File: src/rtl/if_id_queue_pkg.sv
// Shared IF/ID definitions: datapath width, the NOP word shown
// by an empty queue, and the fetch packet the ID stage consumes.
package if_id_queue_pkg;

  localparam int          PKG_XLEN = 32;
  localparam logic [31:0] PKG_NOP  = 32'h0000_0013;

  typedef struct packed {
    logic [PKG_XLEN-1:0] pc;
    logic [PKG_XLEN-1:0] pc_plus4;
    logic [PKG_XLEN-1:0] instr;
  } fetch_pkt_t;

endpackage

File: src/rtl/if_id_queue_mem.sv
// DEPTH x WIDTH register array: one synchronous write port and
// one asynchronous read port. Ports: clk, we/waddr/wdata, raddr/rdata.
module if_id_queue_mem
  import if_id_queue_pkg::*;
#(
  parameter int DEPTH = 4,
  parameter int WIDTH = 3 * PKG_XLEN,
  parameter int AW    = $clog2(DEPTH)
) (
  input  logic             clk,
  input  logic             we,
  input  logic [AW-1:0]    waddr,
  input  logic [WIDTH-1:0] wdata,
  input  logic [AW-1:0]    raddr,
  output logic [WIDTH-1:0] rdata
);

  logic [WIDTH-1:0] mem_q [DEPTH];

  always_ff @(posedge clk) begin
    if (we) mem_q[waddr] <= wdata;
  end

  assign rdata = mem_q[raddr];

endmodule

File: src/rtl/if_id_queue.sv
// IF->ID decoupling FIFO with valid/ready on both sides and flush.
// Ports: clk, rst, in_* (IF side), flush, out_* (ID side), count.
module if_id_queue
  import if_id_queue_pkg::*;
#(
  parameter int          DEPTH     = 4,
  parameter int          XLEN      = PKG_XLEN,
  parameter logic [XLEN-1:0] NOP_INSTR = XLEN'(PKG_NOP)
) (
  input  logic                       clk,
  input  logic                       rst,
  input  logic                       in_valid,
  output logic                       in_ready,
  input  logic [XLEN-1:0]            in_pc,
  input  logic [XLEN-1:0]            in_pc_plus4,
  input  logic [XLEN-1:0]            in_instr,
  input  logic                       flush,
  output logic                       out_valid,
  input  logic                       out_ready,
  output logic [XLEN-1:0]            out_pc,
  output logic [XLEN-1:0]            out_pc_plus4,
  output logic [XLEN-1:0]            out_instr,
  output logic [$clog2(DEPTH+1)-1:0] count
);

  localparam int AW = $clog2(DEPTH);
  localparam int PW = AW + 1;
  localparam int CW = $clog2(DEPTH + 1);
  localparam int W  = 3 * XLEN;

  logic [PW-1:0] wptr_q, wptr_d;
  logic [PW-1:0] rptr_q, rptr_d;
  logic          empty, full;
  logic          push, pop;
  logic [W-1:0]  head;

  assign empty = (wptr_q == rptr_q);
  // same slot, different lap: writer is a full lap ahead
  assign full  = (wptr_q[AW-1:0] == rptr_q[AW-1:0]) &&
                 (wptr_q[AW] != rptr_q[AW]);

  assign in_ready  = !full && !flush;
  assign out_valid = !empty && !flush;
  assign push      = in_valid && in_ready;
  assign pop       = out_valid && out_ready;

  assign count = CW'(wptr_q - rptr_q);

  always_comb begin
    wptr_d = wptr_q;
    rptr_d = rptr_q;
    if (flush) begin
      // drop everything by catching the reader up to the writer
      rptr_d = wptr_q;
    end else begin
      if (push) wptr_d = wptr_q + PW'(1);
      if (pop)  rptr_d = rptr_q + PW'(1);
    end
  end

  always_ff @(posedge clk) begin
    if (rst) begin
      wptr_q <= '0;
      rptr_q <= '0;
    end else begin
      wptr_q <= wptr_d;
      rptr_q <= rptr_d;
    end
  end

  if_id_queue_mem #(
    .DEPTH (DEPTH),
    .WIDTH (W),
    .AW    (AW)
  ) u_mem (
    .clk   (clk),
    .we    (push),
    .waddr (wptr_q[AW-1:0]),
    .wdata ({in_pc, in_pc_plus4, in_instr}),
    .raddr (rptr_q[AW-1:0]),
    .rdata (head)
  );

  always_comb begin
    out_pc       = '0;
    out_pc_plus4 = '0;
    out_instr    = NOP_INSTR;
    if (!empty) begin
      out_pc       = head[W-1 -: XLEN];
      out_pc_plus4 = head[2*XLEN-1 -: XLEN];
      out_instr    = head[XLEN-1:0];
    end
  end

endmodule

File: config.mk
export PLATFORM = sky130hd
export DESIGN_NAME = if_id_queue
export DESIGN_NICKNAME = d
export VERILOG_FILES = /design/src/rtl/if_id_queue_pkg.sv /design/src/rtl/if_id_queue_mem.sv /design/src/rtl/if_id_queue.sv
export SDC_FILE = /design/constraint.sdc
export NUM_CORES = 1
export LEC_CHECK = 0
export BUFFER_PORTS_ARGS = -buffer_cell sky130_fd_sc_hd__buf_2
export CORE_MARGIN = 2
export CORE_UTILIZATION = 55
export CTS_CLUSTER_DIAMETER = 200
export DETAILED_ROUTE_END_ITERATION = 6
export MAX_ROUTING_LAYER = met4
export PLACE_DENSITY = 0.77
export SKIP_CTS_REPAIR_TIMING = 1
export SYNTH_ARGS = -nofsm -noshare
export SYNTH_HDL_FRONTEND = slang
export SYNTH_SLANG_ARGS = --single-unit
File: constraint.sdc
create_clock -name clk -period 12.6 [get_ports clk]
set_input_delay 1.26 -clock clk [delete_from_list [all_inputs] [get_ports clk]]
set_output_delay 1.26 -clock clk [all_outputs]
set_load 0.01 [all_outputs]
==> metrics.md <==
| Metric | Value |
|---|---|
| First-pass GRT wire length | 42500 um |
| Final Skew | 0.0105 ns |
| Cells after Synth | roughly 680 |
| CTS H-tree lvls | 2 |
| Vias per cell | 5.68 |
| Sink Count | 392 |
| Clock Latency Late Sink | 0.52 ns |
| Vias in the first global route | 7498 |
| CTS buffer count | 39 |
| DRC errors left | 0 |
| Placement Rows | 60 |
| Syn Area/Cell | 22.4 um^2 |
| Final slew viol count | 0 |
| Min cycle time layout | roughly 4.7 ns |
| EDFF count, synth | 384 |
| Clock Tree Root | clkbuf_16 |
| Pre-antenna DRT Iters | 5 |
| Final WL | 27800 um |
| Detail Placement HPWL | 16000 um |
| Die height | 170 um |
| Pin count of the biggest net entering global routing | 54 |
| Post-synthesis cell type count | 37 |
| Fin crit share | between 30% and 40% |
| Layout cells sized above 1 | around 40% |
| Critical path class | flip-flop to primary output |
| Syn nets | ~780 |
| Status | completed |
| WL per Instance | 21.9 um |
| DRT iter0 DRCs | 668 |
| Maxcap violations | 0 |
| Top Ports | 202 |
| Mapped Area | 15100 um^2 |
| Via count | 7221 |
| Critical path arrival | 3.43 ns |
| Pwr Density | about 160 nW/um^2 |
| YS warnings | 0 |
| Routed Antenna Nets | 0 |
| Clock transition at path regs | 0.06 ns |
| Nets | 1000 |
| Die width | approximately 170 um |
| Max Buffers Root-to-Sink | 3 |
| Worst Max-Slew Pin Slew | between 1 and 1.5 ns |
| Top FF cell, synth | edfxtp_1 |
| Peak Freq | between 0.2 and 0.25 GHz |
| Asr flop ratio synth | 0% |
| Critical Path RT | 11.34 ns |
| Number of buffers added on ports | 201 |
| Worst VDD drop | 0.145 mV |
| Area of the die | about 29000 um^2 |
| Slew headroom | approximately a third |
| Hold Fails Final Rpt | 0 |
| Initial antenna violation count | 11 |
| TritonCTS clock tree | yes |
| Pwr Total | just under 0.003 W |
| GPL Wtd Cong | 0.789 |
| Gr ovfl total | 0 |
| Fin Setup TNS | 0 ns |
| Starting Density | 56.1% |
| CORE AREA | 27000 um^2 |
| Worst-path maximum fanout | 52 |
| Setup-failing EPs final | 0 |
| Global Route Usage Sum | 20.2% |
| RSZ-0062 raised after global routing | false |
| Startpoint types | flip-flop |
| Post-synthesis sequential area ratio | 77.4% |
| Filler cell count | 1791 |
| Worst Hold Class | flip-flop to flip-flop |
| #FFs+latches synth | roughly 390 |
| Area Growth Syn to Fin | 16.7% |
| Nature of the critical path endpoint | primary output |
| Total leakage power | 6.00 nW |
==> area by class of cell <==
| class | count | area (um^2) | share of cell area, % |
|---|---|---|---|
| clock buffers | 55 | 1080 | 6.12 |
| repair buffers | 210 | 1070 | 6.09 |
| diodes | 11 | 27.5 | 0.156 |
| flip-flops and latches | 392 | 11700 | 66.3 |
| multi-input cells | 242 | 3210 | 18.2 |
| clock inverters | 15 | 97.6 | 0.553 |
| well taps | 341 | 427 | 2.42 |
| inverters | 6 | 22.5 | 0.128 |
==> cell families after synthesis <==
family / Yosys count / synth area share, %
flops: 392 / 77.4
mux: 99 / 14.5
buf+inv: 41 / 1.58
compound gates: 15 / 0.695
xor+xnor: 2 / 0.240
simple gates: 118 / 4.88
fa+ha+maj: 8 / 0.712
==> layout by cell type, fill, tap and decap left out, types with 2 or more instances in the layout <==
cell and n:
nor2_1 4, clkinv_2 9, o21ai_0 2, ha_1 7, mux4_2 96, nor2b_1 94
nand2b_1 3, a21oi_1 4, edfxtp_1 384, or2_1 3, clkbuf_16 41, nand3b_1 2
o31a_1 2, or3b_1 2, diode_2 11, clkinv_1 4, inv_1 6, dfxtp_4 2
and2_4 3, dfxtp_1 6, buf_4 9, clkbuf_1 14, buf_2 201, o22ai_1 2
==> synthesized netlist by cell type, types with 4 or more instances <==
| library cell | count | area [um^2] |
|---|---|---|
| a21oi_1 | 4 | 20.0 |
| buf_2 | 13 | 65.1 |
| buf_6 | 9 | 101 |
| clkbuf_1 | 12 | 45.0 |
| dfxtp_1 | 8 | 160 |
| edfxtp_1 | 384 | 11500 |
| ha_1 | 7 | 87.6 |
| inv_1 | 6 | 22.5 |
| mux4_2 | 96 | 2160 |
| nor2_1 | 4 | 15.0 |
| nor2b_1 | 94 | 588 |
==> worst max-delay path, cell delays in order (launching register included) <==
cell	delay (ns)
dfxtp_1	0.41
inv_1	0.13
ha_1	0.48
nand2_1	0.20
nor2_4	0.13
buf_4	0.46
buf_4	0.64
nor2b_1	0.20
buf_2	0.19
==> routing by layer <==
layer	vias up	share of wire [%]	GRT usage [%]
li1	3199	-	-
met1	3706	41	25.8
met2	265	49	32.3
met3	51	8.9	5.99
met4	0	1.8	4.87
met5	-	0	-
==> sequential cells by signal, indices dropped and copies added, names as in the netlist, named ones only <==
register	cells
wptr_q	3
rptr_q	3
u_mem.mem_q	384
==> where the power goes <==
part           switching (W)  leakage, nW  internal (W)
sequential         0.0000232         3.55       0.00147
clock               0.000448        0.578      0.000617
combinational       0.000180         1.87      0.000151
==> through the flow <==
stage | hold slack, ns | cells | worst slack, ns | instance area (um^2) | utilization [%]
global route | 0.584 | 1272 | 7.59 | 17600 | 65.4
global placement | 0.531 | 1191 | 8.36 | 16400 | 61.0
finish | 0.548 | 1272 | 7.91 | 17600 | 65.4
floorplan | 0.497 | 675 | 5.69 | 15100 | -
detailed placement | 0.539 | 1191 | 8.34 | 16400 | 61.0
CTS | 0.550 | 1261 | 7.79 | 17600 | 65.3
==> final timing paths <==
check | from | to | slack [ns] | cells after the start
max | wptr_q[0] | out_instr[28] | 7.91 | 8
min | wptr_q[1] | wptr_q[1] | 0.55 | 2
min reg2reg | wptr_q[1] | wptr_q[1] | 0.55 | 2
max reg2reg | wptr_q[0] | u_mem.mem_q[1][82] | 9.17 | 5
Power figures use the tool's default switching activity.
